**src/rtl/clk_en_sched.sv**
```systemverilog
// Clock-enable scheduler: one-cycle tick every (div+1) clocks plus /2../16 sub-strobes,
// with a glitch-free period change at boundaries and start/stop that never truncates a period.
module clk_en_sched #(
    parameter int unsigned CNT_W   = 8,
    parameter int unsigned DIV_RST = 9
) (
    input  logic             iClkIN,
    input  logic             reset,
    input  logic             iStart,
    input  logic             iStop,
    input  logic             iCfgValid,
    input  logic [CNT_W-1:0] iCfgDiv,
    output logic             oCfgReady,
    output logic             oRun,
    output logic             oTick,
    output logic             oDiv2,
    output logic             oDiv4,
    output logic             oDiv8,
    output logic             oDiv16,
    output logic [3:0]       oTickCnt
);

    typedef enum logic [1:0] {StIdle, StRun, StDrain} state_e;

    state_e           state_q, state_d;
    logic [CNT_W-1:0] div_q, div_d;
    logic [CNT_W-1:0] shadow_q, shadow_d;
    logic             pend_q, pend_d;
    logic [CNT_W-1:0] cnt_q, cnt_d;
    logic [3:0]       tcnt_q, tcnt_d;
    logic             tick_q, tick_d;
    logic             div2_q, div2_d;
    logic             div4_q, div4_d;
    logic             div8_q, div8_d;
    logic             div16_q, div16_d;
    logic             ready_q, ready_d;
    logic             cfg_fire;

    assign cfg_fire = iCfgValid & ready_q;

    always_comb begin
        state_d  = state_q;
        div_d    = div_q;
        shadow_d = shadow_q;
        pend_d   = pend_q;
        cnt_d    = cnt_q;
        tcnt_d   = tcnt_q;
        tick_d   = 1'b0;

        unique case (state_q)
            StIdle: begin
                if (cfg_fire) begin
                    div_d = iCfgDiv;
                end
                if (iStart && !iStop) begin
                    state_d = StRun;
                    cnt_d   = cfg_fire ? iCfgDiv : div_q;
                    tcnt_d  = 4'd0;
                end
            end
            StRun, StDrain: begin
                // Ready is ~pend here, so an accept never collides with a pending apply.
                if (cfg_fire) begin
                    shadow_d = iCfgDiv;
                    pend_d   = 1'b1;
                end
                if (cnt_q != '0) begin
                    cnt_d = cnt_q - CNT_W'(1);
                    if (state_q == StRun && iStop) begin
                        state_d = StDrain;
                    end
                end else begin
                    tick_d = 1'b1;
                    tcnt_d = tcnt_q + 4'd1;
                    if (pend_q) begin
                        cnt_d  = shadow_q;
                        div_d  = shadow_q;
                        pend_d = 1'b0;
                    end else begin
                        cnt_d = div_q;
                    end
                    if (state_q == StDrain || iStop) begin
                        state_d = StIdle;
                    end
                end
            end
            default: state_d = StIdle;
        endcase

        div2_d  = tick_d && (tcnt_d[0] == 1'b0);
        div4_d  = tick_d && (tcnt_d[1:0] == 2'd0);
        div8_d  = tick_d && (tcnt_d[2:0] == 3'd0);
        div16_d = tick_d && (tcnt_d == 4'd0);
        ready_d = (state_d == StIdle) ? 1'b1 : ~pend_d;
    end

    always_ff @(posedge iClkIN) begin
        if (!reset) begin
            state_q  <= StIdle;
            div_q    <= CNT_W'(DIV_RST);
            shadow_q <= '0;
            pend_q   <= 1'b0;
            cnt_q    <= '0;
            tcnt_q   <= 4'd0;
            tick_q   <= 1'b0;
            div2_q   <= 1'b0;
            div4_q   <= 1'b0;
            div8_q   <= 1'b0;
            div16_q  <= 1'b0;
            ready_q  <= 1'b0;
        end else begin
            state_q  <= state_d;
            div_q    <= div_d;
            shadow_q <= shadow_d;
            pend_q   <= pend_d;
            cnt_q    <= cnt_d;
            tcnt_q   <= tcnt_d;
            tick_q   <= tick_d;
            div2_q   <= div2_d;
            div4_q   <= div4_d;
            div8_q   <= div8_d;
            div16_q  <= div16_d;
            ready_q  <= ready_d;
        end
    end

    assign oCfgReady = ready_q;
    assign oRun      = (state_q != StIdle);
    assign oTick     = tick_q;
    assign oDiv2     = div2_q;
    assign oDiv4     = div4_q;
    assign oDiv8     = div8_q;
    assign oDiv16    = div16_q;
    assign oTickCnt  = tcnt_q;

endmodule

```
**config.mk**
```make
export PLATFORM = sky130hd
export DESIGN_NAME = clk_en_sched
export DESIGN_NICKNAME = d
export VERILOG_FILES = /design/src/rtl/clk_en_sched.sv
export SDC_FILE = /design/constraint.sdc
export NUM_CORES = 1
export LEC_CHECK = 0
export ABC_AREA = 1
export CORE_ASPECT_RATIO = 1.4
export CORE_MARGIN = 5
export CORE_UTILIZATION = 40
export DETAILED_ROUTE_END_ITERATION = 10
export MAX_ROUTING_LAYER = met4
export SETUP_SLACK_MARGIN = 0.5
export SLEW_MARGIN = 20
export SYNTH_ARGS = -nofsm -noshare
export SYNTH_HDL_FRONTEND = slang
export SYNTH_SLANG_ARGS = --single-unit
```
**constraint.sdc**
```tcl
create_clock -name iClkIN -period 1.6 [get_ports iClkIN]
set_input_delay 0.32 -clock iClkIN [delete_from_list [all_inputs] [get_ports iClkIN]]
set_output_delay 0.32 -clock iClkIN [all_outputs]
set_load 0.01 [all_outputs]
```
Word level (Yosys, flattened, before mapping). Index checks and enable logic that the tools add are counted.

Bits in registers: 37. Input port bits: 13. Output and inout port bits: 11. Logic and storage cells: 63.

$add $sub $neg: 2. Equal/unequal tests: 4. Muxes and demuxes: 22. Bitwise gates (word level): 3. Reductions and logical operators: 20.

Operators by type and width (number): $mux 8 (5); $pmux 8 s2 (2); $mux 2 (4); $mux 4 (2); $pmux 4 s2 (1); $reduce_bool 8->1 (1); $sub 8x1->8 const B (1); $mux 1 (7); $logic_and 1x1->1 (6); $logic_not 2->1 (3); $reduce_and 2->1 (3); $add 4x1->4 const B (1); $logic_not 4->1 (1); $ne 2x2->1 const B (2); $pmux 2 s2 (1); $reduce_bool 2->1 (2); $logic_not 3->1 (1); $eq 2x1->1 const B (1); $eq 2x2->1 const B (1); $not 1->1 (2); $reduce_or 2->1 (1); $and 1x1->1 (1); $logic_not 1->1 (1); $logic_or 1x1->1 (1).

Longest topological paths before layout. Gate-level depths: netlist (run 1).

Depth in word-level cells: 7. Mapped depth: 11. Gate-level depth less buffers: 10.

Worst setup path before layout (run 1). Ideal clock, no wire load.

Kind: reg2reg. Start: reg state_q[1]. End: reg ready_q (netlist: oCfgReady). Library setup time: 0.132 ns. Arrival: 1.489 ns. Data required time: 1.468 ns. Slack: -0.021 ns. Stages on the path, launching flop included: 8. Buffers on the path: 2. Period minus slack after synthesis: 1.621 ns. Cell sequence: dfxtp_1 -> inv_1 -> ha_1 -> buf_4 -> buf_2 -> nand2_1 -> o21ai_0 -> a21oi_1.

Longest elaborated chain between the ends: 7. Elaborated cells between the ends (all ways): 15. Those cells by class: eq/ne (2); mux (7); bitwise (1); reduce/logical (5).

RTL lines: from (decl) (line 25) `state_e state_q, state_d;`; from (signal assigned) (line 99) `state_q <= StIdle;`; from (signal assigned) (line 112) `state_q <= state_d;`; $eq 2x2->1 / $eq 2x1->1 (equally long branches) (line 50, 82, 69); $logic_or 1x1->1 / $logic_and 1x1->1 (equally long branches) (line 82, 69); $mux 2 (on tied branches) (line 82, 69); $mux 2 (line 67) `if (cnt_q != '0) begin`; $pmux 2 s2 (line 50) `unique case (state_q)`; $logic_not 2->1 (line 94) `ready_d = (state_d == StIdle) ? 1'b1 : ~pend_d;`; $mux 1 (*) (line 94); to (signal assigned) (line 123) `ready_q <= ready_d;`; to (decl) (line 36) `logic ready_q, ready_d;`.

Every way passes the cells marked *; elsewhere a longest branch is shown, timed or not. A chain may end at the register's enable or synchronous reset.

Worst setup path in the final report (run 1).
Start: reg cnt_q[6]. End: reg div_q[7].

Longest elaborated chain between the ends: 3.

RTL lines: from (decl) (line 29) `logic [CNT_W-1:0] cnt_q, cnt_d;`; from (signal assigned) (line 116) `cnt_q <= cnt_d;`; $reduce_bool 8->1 (line 67); $ne 2x2->1 (no source line); $reduce_and 2->1 (no source line); to (signal assigned) (line 100) `div_q <= CNT_W'(DIV_RST);`; to (signal assigned) (line 113) `div_q <= div_d;`; to (decl) (line 26) `logic [CNT_W-1:0] div_q, div_d;`.

No other way between the ends.

==> metrics.cfg, run 1 <==
[grt]
grt_usage_pct = 19.0
grt_pass1_wl_microns = 9510
antenna_found_initial = 0
grt_pass1_vias = 2028
grt_max_degree = 18
grt_overflow = 0

[placed_design]
place_ws_ns = -0.136
numPortBuffers = 23
dp_hpwl_microns = 4130
gp_congestion = 0.864
post_dp_cell_area_sq_um = 2580

[final_layout]
areaGrowthSynthToFinish_pct = 47.4
final_util_pct = 60.5
nets = 373
drive_gt1_share_pct = 34.1
diodes = 0
fin_area_sq_um = 2930
fillers = 445

[worst_setup_path]
criticalPathCategory = reg2reg
cp-end-kind = flop
path_cells = nor2_1 > nand2_2 > nor2_4 > nand2_2 > o21ai_4 > buf_6 > o21ai_0 > a31oi_1
rrSetupSlack_ns = 0.11
critPathMaxStageDelay_ns = 0.35
path_max_fanout = 6
startpoint_type = flop
cp.required_ns = 1.83
timing.critical_path.mode_cell = nand2_2
worst-path-buf-inv = 1
crit_family = simple AND/OR/NAND/NOR gates
arrival_ns = 1.72
cp_slowest_cell = dfxtp_1

[clock_tree]
clk_root_buffer_cell = clkbuf_8
cts_buffers = 5
cts_sinks = 37
cts_tree = built
ctsHoldBuffers = 0
clockBufferDepth = 2
clock_latency_ns = 0.29
cts_max_level = 2
clk_pin_slew_worst_paths_ns = 0.08

[die]
rows = 30
die_w_microns = 69.6
pin_count = 24
dieHeight_microns = 93.4
core_sq_um = 4840
die_area_sq_um = 6500
initial_core_util_pct = 41.0

[yosys]
synth_top_family_by_area = simple AND/OR/NAND/NOR gates
synth.distinct_cells = 29
synth-compound-area-share_pct = 23.1
synth-adder-area-share_pct = 3.78
syn-instance-count = 289
ys_seq_area_share_pct = 37.3
synth_xor_xnor_area_share_pct = 2.20
ys_seq_elements = 37
synth_mux_area_share_pct = 0
syn_area_per_cell_sq_um = 6.88
yosysWarnings = 0
ys.flop_type = dfxtp_1
synth_edf_count = 0
yosys.area_share.simple_pct = 23.6
async_reset_ff_share_pct = 0
syn-cell-area_sq_um = 1990
syn_nets = 308

[pwr]
power.density_nw_per_um2 = 939
power_w = 0.00275
switching_power_w = 0.000886
p_int_w = 0.00186
peakVddDrop_mv = 0.573
switching_share_pct = 32.2
p_clk_share_pct = 30.4
pwr-share-comb_pct = 32.0
p_seq_share_pct = 37.6
p_leak_nw = 1.26

[detailed_routing]
drt_wl_total_microns = 5830
antenna_left = 0
via_per_inst = 5.06
routedWlPerCell_microns = 13.9
firstDrtPassIters = 4
vias = 2121
initialDrtViolationCount = 108
drc = 0

[timing]
setup_ws_ns = 0.110
final-setup-viol-count = 0
maxSlewHeadroom_pct = 78.2
hold_violations = 0
maxSlewViolCount = 0
fmax_mhz = 671
fin_hold_ws_ns = 0.458
tightest_slew_ns = 0.324
period_needed_ns = 1.49
rsz0062_at_grt = true
fin_skew_ns = 0.00590
period_share_pct = 93.1

[min_path]
hp-class = reg2reg

[status]
status = completed

[job]
drv_cap = 0

-- cell usage after synthesis, drive strengths merged, types with 4 or more instances --
master,instances,area share (%)
a31oi,8,2.5
o21ai,41,11
buf,7,2.5
nor2,34,7.4
nand3,14,3.5
ha,6,3.8
nand2,56,11
dfxtp,37,37
clkbuf,4,0.76
a21oi,29,7.3
inv,35,6.6
-- worst register-to-register path, stage by stage (launching register included) --
cell     delay (ns)
dfxtp_1        0.35
nor2_1         0.13
nand2_2        0.13
nor2_4         0.16
nand2_2        0.12
o21ai_4        0.14
buf_6          0.16
o21ai_0        0.08
a31oi_1        0.15
-- cell usage in the layout (no fill, tap or decap), types with 2 or more instances in the layout --
cell / synthesis / final
nand2_1: 53 / 47
buf_4: 1 / 37
inv_1: 35 / 28
nor2_1: 30 / 27
dfxtp_1: 37 / 27
a21oi_1: 29 / 24
o21ai_0: 35 / 23
o21ai_1: 5 / 12
clkdlybuf4s50_1: 0 / 12
buf_6: 2 / 12
dfxtp_2: 0 / 9
nand3_1: 14 / 8
a31oi_1: 8 / 8
nand2_2: 2 / 7
nand3_2: 0 / 6
buf_2: 4 / 6
inv_2: 0 / 5
a21oi_2: 0 / 5
clkbuf_8: 0 / 5
nor2_2: 2 / 4
nor2_4: 2 / 3
o21bai_1: 3 / 3
o21ai_4: 0 / 3
o21ai_2: 1 / 3
xnor2_1: 3 / 3
ha_1: 6 / 3
nand2_8: 0 / 2
nand4_1: 2 / 2
nor3_1: 3 / 2
xor2_1: 2 / 2
ha_4: 0 / 2
buf_12: 0 / 2
-- cell families after synthesis --
family                   after synthesis
AND/OR/NAND/NOR                      109
AO/OA/AOI/OAI                         85
buffers and inverters                 47
flip-flops                            37
adder cells (fa/ha/maj)                6
XOR/XNOR                               5
-- sequential cells by signal, indices dropped and copies added (netlist names) --
| name | count |
|---|---|
| cnt_q | 8 |
| div_q | 8 |
| oCfgReady | 1 |
| oDiv16 | 1 |
| oDiv2 | 1 |
| oDiv4 | 1 |
| oDiv8 | 1 |
| oTick | 1 |
| oTickCnt | 4 |
| pend_q | 1 |
| shadow_q | 8 |
| state_q | 2 |
-- per-stage QoR --
stage | TNS [ns] | instances
after CTS | 0 | 415
final | 0 | 419
after floorplan | 0 | 289
after global placement | -1.04 | 393
after detailed placement | -1.31 | 393
after global routing | 0 | 419
-- per-layer routing --
metal | up-vias | track usage, % | wire [microns]
li1 | 1086 | - | -
met1 | 995 | 19.6 | 2330
met2 | 31 | 34.5 | 3190
met3 | 9 | 3.55 | 147
met4 | 0 | 9.28 | 165
met5 | - | - | 0
-- timing repair --
item                                   CTS  global route
buffers inserted                        14             4
resized for setup                       74            16
setup endpoints to repair               48            44
endpoints found under the hold margin    0             0
pin swaps                                8            11
-- power by group through the flow --
stage / Sequential, W / Combinational [W] / Clock, W
floorplan: 0.00105 / 0.000497 / 0
global placement: 0.00106 / 0.000734 / 0
detailed placement: 0.00106 / 0.000735 / 0
CTS: 0.00103 / 0.000836 / 0.000848
global route: 0.00104 / 0.000967 / 0.000887
finish: 0.00103 / 0.000880 / 0.000835
-- final timing paths --
check	startpoint	to	depth (start not counted)
hold / removal	shadow_q[3]	shadow_q[3]	2
setup / recovery	cnt_q[6]	div_q[7]	8
hold reg to reg	shadow_q[3]	shadow_q[3]	2
setup reg to reg	cnt_q[6]	div_q[7]	8
-- final cells by class --
class / instances / area [sq um] / area share, %
tap: 64 / 80.1 / 2.74
inverter: 36 / 144 / 4.91
multi-input combinational: 205 / 1230 / 42.0
clock inverter: 3 / 46.3 / 1.58
timing repair buffer: 69 / 603 / 20.6
sequential: 37 / 756 / 25.8
clock buffer: 5 / 68.8 / 2.35
(Power assumes the default switching activity.)
==> run 2, diff against run 1 <==
- ABC_AREA: 1 -> not set
==> metrics.cfg, run 2 <==
[final_layout]
mostFrequentLayoutCell = buf_4
fillers = 396  ; -11%
reg.largest.list = cnt_q (8), div_q (8), shadow_q (8)
final_util_pct = 71.6  ; +11 points
drive_gt1_share_pct = 54.8  ; +21 points
final_cell_mix = 66 x buf_4, 32 x nand2_1, 28 x dfxtp_1, 26 x buf_6, 18 x nor2_1
areaGrowthSynthToFinish_pct = 76.2
ff_latch_area_sq_um = 754  ; -0.17%
multi_input_comb_area_sq_um = 1680  ; +36%
fin_area_sq_um = 3640  ; +24%
diodes = 0  ; unchanged
nets = 383  ; +2.7%

[detailed_routing]
via_per_inst = 5.40  ; +6.7%
firstDrtPassIters = 4  ; unchanged
routedWlPerCell_microns = 16.5  ; +19%
drt_wl_total_microns = 7130  ; +22%
vias = 2327  ; +9.7%
drc = 0  ; unchanged
initialDrtViolationCount = 100  ; -7.4%
antenna_left = 0  ; unchanged

[yosys]
netlist_top_cells_count = 43 x nand2_1, 37 x dfxtp_1, 24 x nor2_1, 20 x a21oi_1
syn-cell-area_sq_um = 2060  ; +3.9%
ys_seq_elements = 37  ; unchanged
synth_most_common_cell = nand2_1
ys_seq_area_share_pct = 35.9  ; -1.4 points
synth_edf_count = 0  ; unchanged
yosysWarnings = 0  ; unchanged
syn-instance-count = 258  ; -11%
syn_nets = 277  ; -10%
async_reset_ff_share_pct = 0  ; unchanged
synth.distinct_cells = 51  ; +76%
synth.top_cells.by_area = dfxtp_1 36%, nand2_1 7.8%, a21oi_1 4.8%
syn_area_per_cell_sq_um = 8.00  ; +16%
ys.flop_type = dfxtp_1
synth_top_area_share_pct = 35.9  ; -1.4 points
synth_top_area_cell = dfxtp_1

[worst_setup_path]
reg2reg_from = cnt_q[1]
critPathMaxStageDelay_ns = 0.36  ; about the same
startpoint_type = flop
crit_family = simple AND/OR/NAND/NOR gates
cp.required_ns = 1.77  ; -0.06 ns
cp_slowest_cell = a2111oi_4
setup.worst_path.end = cnt_q[7]
path_max_fanout = 4  ; -2
path_cells = inv_2 > ha_4 > nor4b_4 > buf_4 > nor2_2 > mux2_4 > a2111oi_4 > nor3_2
criticalPathCategory = reg2reg
rrSetupSlack_ns = -0.26  ; -0.37 ns
worst-path-buf-inv = 2  ; +1
crit_cells = 8  ; unchanged
reg2reg_depth = 8  ; unchanged
cp-end-kind = flop
arrival_ns = 2.03  ; +0.31 ns
cp-startpoint = cnt_q[1]
rr_endpoint = cnt_q[7]

[timing]
final-setup-viol-count = 23  ; +23
setup_ws_ns = -0.259  ; -0.369 ns
fmax_mhz = 538  ; -20%
hold_violations = 0  ; unchanged
rsz0062_at_grt = true
fin_skew_ns = 0.00773  ; +0.00183 ns
period_needed_ns = 1.86  ; +0.369 ns
tightest_slew_ns = 0.482  ; +0.158 ns
period_share_pct = 116  ; +23 points
maxSlewHeadroom_pct = 67.7  ; -10 points
maxSlewViolCount = 0  ; unchanged

[grt]
grt_overflow = 0  ; unchanged
grt_pass1_vias = 2462  ; +21%
grt_pass1_wl_microns = 11500  ; +21%
grt_usage_pct = 22.3  ; +3.3 points
grt_max_degree = 14  ; -4
antenna_found_initial = 0  ; unchanged

[placed_design]
gp_congestion = 0.928  ; +7.4%
numPortBuffers = 23  ; unchanged
place_ws_ns = -0.361  ; -0.225 ns
dp_hpwl_microns = 4700  ; +14%
post_dp_cell_area_sq_um = 2960  ; +15%

[die]
die_w_microns = 70.7  ; +1.7%
pin_count = 24  ; unchanged
rows = 31  ; +3.3%
core_sq_um = 5080  ; +4.9%
initial_core_util_pct = 40.6  ; -0.40 points
die_area_sq_um = 6720  ; +3.4%
dieHeight_microns = 95.0  ; +1.7%

[clock_tree]
clock_latency_ns = 0.30  ; about the same
clk_root_buffer_cell = clkbuf_8
cts_buffers = 5  ; unchanged
ctsHoldBuffers = 0  ; unchanged
cts_sinks = 37  ; unchanged
cts_tree = built
clockBufferDepth = 2  ; unchanged
clk_pin_slew_worst_paths_ns = 0.07  ; about the same
cts_max_level = 2  ; unchanged

[status]
status = complete, but fails checks
violations = setup timing

[pwr]
peakVddDrop_mv = 0.495  ; -14%
power.density_nw_per_um2 = 802  ; -15%
p_leak_nw = 1.51  ; +20%

[job]
drv_cap = 0  ; unchanged

[min_path]
hp-class = reg2reg

## run 2: where the power goes
group	switching, W	internal, W	total (W)
sequential	0.0000397	0.000971	0.00101
combinational	0.000592	0.000663	0.00126
clock	0.000348	0.000302	0.000650
## run 2: area by class of cell
cell class                 count  area share [%]
timing repair buffer         112            27.3
multi-input combinational    198            46.1
clock buffer                   6            2.00
tap                           66            2.27
clock inverter                 2           0.275
sequential                    37            20.7
inverter                      10            1.31
## run 2: kinds of logic after synthesis
| group | Yosys count | synth area share [%] |
|---|---|---|
| AO/OA/AOI/OAI | 72 | 23.9 |
| XOR/XNOR | 1 | 0.424 |
| adder cells (fa/ha/maj) | 6 | 3.64 |
| buffers and inverters | 24 | 4.73 |
| flip-flops | 37 | 35.9 |
| multiplexers | 15 | 7.58 |
| AND/OR/NAND/NOR | 103 | 23.8 |
## run 2: metal layers
| layer | track usage, % | routed length, microns | up-vias |
|---|---|---|---|
| met2 | 42.6 | 4010 | 62 |
| li1 | - | - | 1144 |
| met1 | 22.1 | 2720 | 1108 |
| met3 | 4.05 | 243 | 13 |
| met4 | 8.93 | 159 | 0 |
| met5 | - | 0 | - |
## run 2: how the worst min path moves through the flow
stage	startpoint	end	cells after the start
global route	shadow_q[5]	shadow_q[5]	2
global placement	shadow_q[5]	shadow_q[5]	2
finish	shadow_q[5]	shadow_q[5]	2
CTS	shadow_q[3]	shadow_q[3]	2
detailed placement	shadow_q[7]	shadow_q[7]	2
floorplan	shadow_q[2]	shadow_q[2]	2
## run 2: timing repair
item	in CTS	in global routing
cloned	1	0
buffers inserted	18	4
pin swaps	28	14
resized for setup	125	29
setup endpoints to repair	48	43
## run 2: worst min-delay path: stages, from the launching register on
cell,delay (ns)
dfxtp_1,0.31
nand2_1,0.06
a21oi_2,0.05
## run 2: through the flow
| stage | TNS, ns | hold slack [ns] | std cells | total power (W) |
|---|---|---|---|---|
| 2_1_floorplan | -0.199 | 0.433 | 258 | 0.00154 |
| 3_3_place_gp | -4.45 | 0.442 | 400 | 0.00191 |
| 3_5_place_dp | -5.09 | 0.447 | 400 | 0.00192 |
| 4_1_cts | -1.98 | 0.462 | 427 | 0.00284 |
| 5_1_grt | -4.67 | 0.487 | 431 | 0.00306 |
| 6_report | -2.18 | 0.462 | 431 | 0.00292 |
==> run 3, diff against run 2 <==
- CORE_UTILIZATION: 40 -> 50
- PLACE_DENSITY: not set -> 0.75
==> metrics.cfg, run 3 (synthesized netlist as in run 2, its figures left out) <==
[timing]
tightest_slew_ns = 0.566  ; +0.0848 ns
period_needed_ns = 1.90  ; +0.0404 ns
hold_violations = 0  ; unchanged
fin_skew_ns = 0.00562  ; -0.00211 ns
maxSlewViolCount = 0  ; unchanged
period_share_pct = 119  ; +2.5 points
setup_ws_ns = -0.299  ; -0.0404 ns
fmax_mhz = 527  ; -2.1%
fin_tns_setup_ns = -5.42  ; -3.25 ns
final-setup-viol-count = 29  ; +26%
maxSlewHeadroom_pct = 61.2  ; -6.5 points
rsz0062_at_grt = true

[placed_design]
place_ws_ns = -0.326  ; +0.0343 ns
numPortBuffers = 23  ; unchanged
gp_congestion = 0.889  ; -4.3%
post_dp_cell_area_sq_um = 2790  ; -6.0%
dp_hpwl_microns = 4240  ; -9.8%

[worst_setup_path]
criticalPathCategory = reg2reg
rrSetupSlack_ns = -0.30  ; -0.04 ns
path_max_fanout = 6  ; +2
arrival_ns = 2.11  ; +0.08 ns
cp-end-kind = flop
cp_slowest_cell = dfxtp_2
startpoint_type = flop
cp.required_ns = 1.81  ; +0.04 ns
path_cells = inv_2 > ha_4 > nor4b_4 > buf_4 > nand2_1 > buf_4 > o22ai_1 > a31oi_1 > o22ai_1
critPathMaxStageDelay_ns = 0.33  ; -0.03 ns

[clock_tree]
cts_sinks = 37  ; unchanged
cts_buffers = 5  ; unchanged
clk_root_buffer_cell = clkbuf_8
cts_max_level = 2  ; unchanged
cts_tree = built
clock_latency_ns = 0.30  ; about the same
clk_pin_slew_worst_paths_ns = 0.08  ; about the same
ctsHoldBuffers = 0  ; unchanged
clockBufferDepth = 2  ; unchanged

[min_path]
hp-class = reg2reg

[final_layout]
nets = 364  ; -5.0%
final_util_pct = 86.6  ; +15 points
mostFrequentLayoutCell = buf_4
fin_area_sq_um = 3420  ; -5.9%
drive_gt1_share_pct = 51.4  ; -3.3 points
final_cell_mix = 52 x buf_4, 30 x nand2_1, 27 x dfxtp_1, 21 x buf_6, 20 x nor2_1
areaGrowthSynthToFinish_pct = 65.8
diodes = 0  ; unchanged
reg.largest.list = cnt_q (8), div_q (8), shadow_q (8)

[pwr]
p_int_w = 0.00189  ; -2.1%
switching_power_w = 0.000978  ; -0.17%
power.density_nw_per_um2 = 839  ; +4.7%
p_clk_share_pct = 25.6  ; +3.3 points
power_w = 0.00287  ; -1.5%
pwr-share-comb_pct = 38.9  ; -4.2 points
switching_share_pct = 34.0  ; +0.44 points
peakVddDrop_mv = 0.837  ; +69%
p_leak_nw = 1.41  ; -6.9%
p_seq_share_pct = 35.5  ; +0.8 points

[grt]
antenna_found_initial = 0  ; unchanged
grt_overflow = 0  ; unchanged
grt_max_degree = 19  ; +5
grt_pass1_wl_microns = 11000  ; -4.9%
grt_pass1_vias = 2420  ; -1.7%
grt_usage_pct = 25.4  ; +3.1 points

[detailed_routing]
drc = 0  ; unchanged
routedWlPerCell_microns = 20.1  ; +22%
drt_wl_total_microns = 7820  ; +9.7%
vias = 2489  ; +7.0%
initialDrtViolationCount = 178  ; +78%
firstDrtPassIters = 5  ; +1
antenna_left = 0  ; unchanged
via_per_inst = 6.40  ; +19%

[die]
die_w_microns = 64.3  ; -9.1%
initial_core_util_pct = 52.2  ; +12 points
die_area_sq_um = 5530  ; -18%
pin_count = 24  ; unchanged
core_sq_um = 3950  ; -22%
rows = 27  ; -13%
dieHeight_microns = 86.0  ; -9.4%

[status]
status = complete, but fails checks
violations = setup timing

[job]
drv_cap = 0  ; unchanged

run 3: power by group through the flow:
stage / registers, W / logic [W] / clock network [W]
after floorplan: 0.00103 / 0.000506 / 0
after global placement: 0.00103 / 0.000769 / 0
after detailed placement: 0.00103 / 0.000776 / 0
after CTS: 0.00101 / 0.000956 / 0.000730
after global routing: 0.00103 / 0.00117 / 0.000788
final: 0.00102 / 0.00112 / 0.000736
run 3: worst paths after layout:
kind                      end  cells after the start        start
setup / recovery     cnt_q[5]                      9     cnt_q[1]
hold reg to reg   shadow_q[2]                      2  shadow_q[2]
setup reg to reg     cnt_q[5]                      9     cnt_q[1]
hold / removal    shadow_q[2]                      2  shadow_q[2]
run 3: timing repair:
| item | 4_1_cts | 5_1_grt |
|---|---|---|
| pin swaps | 11 | 12 |
| buffers inserted | 16 | 6 |
| setup endpoints to repair | 48 | 43 |
| resized for setup | 111 | 34 |
run 3: area by class of cell:
cell class	count	area [sq um]
well taps	43	53.8
flip-flops and latches	37	766
multi-input cells	197	1600
clock inverters	1	5.00
fillers	197	529
repair buffers	94	847
inverters	10	52.6
clock buffers	7	96.3
run 3: metal layers:
| metal | part of all wire [%] | track usage (%) |
|---|---|---|
| met3 | 7.2 | 3.54 |
| met5 | 0 | - |
| met4 | 5.7 | 15.2 |
| met1 | 36 | 25.5 |
| met2 | 51 | 45.5 |
run 3: per-stage QoR:
step           std cells  hold WS [ns]
3_5_place_dp         359         0.450
2_1_floorplan        258         0.433
6_report             389         0.473
4_1_cts              383         0.458
5_1_grt              389         0.482
3_3_place_gp         359         0.443
run 3: worst max-delay path, delay by kind of cell (launching register included):
| family | cells | cell delay, ns |
|---|---|---|
| AOI/OAI and AO/OA | 3 | 0.41 |
| buffers and inverters | 3 | 0.49 |
| DFF | 1 | 0.33 |
| and+or+nand+nor | 2 | 0.43 |
| adders and majority gates | 1 | 0.16 |
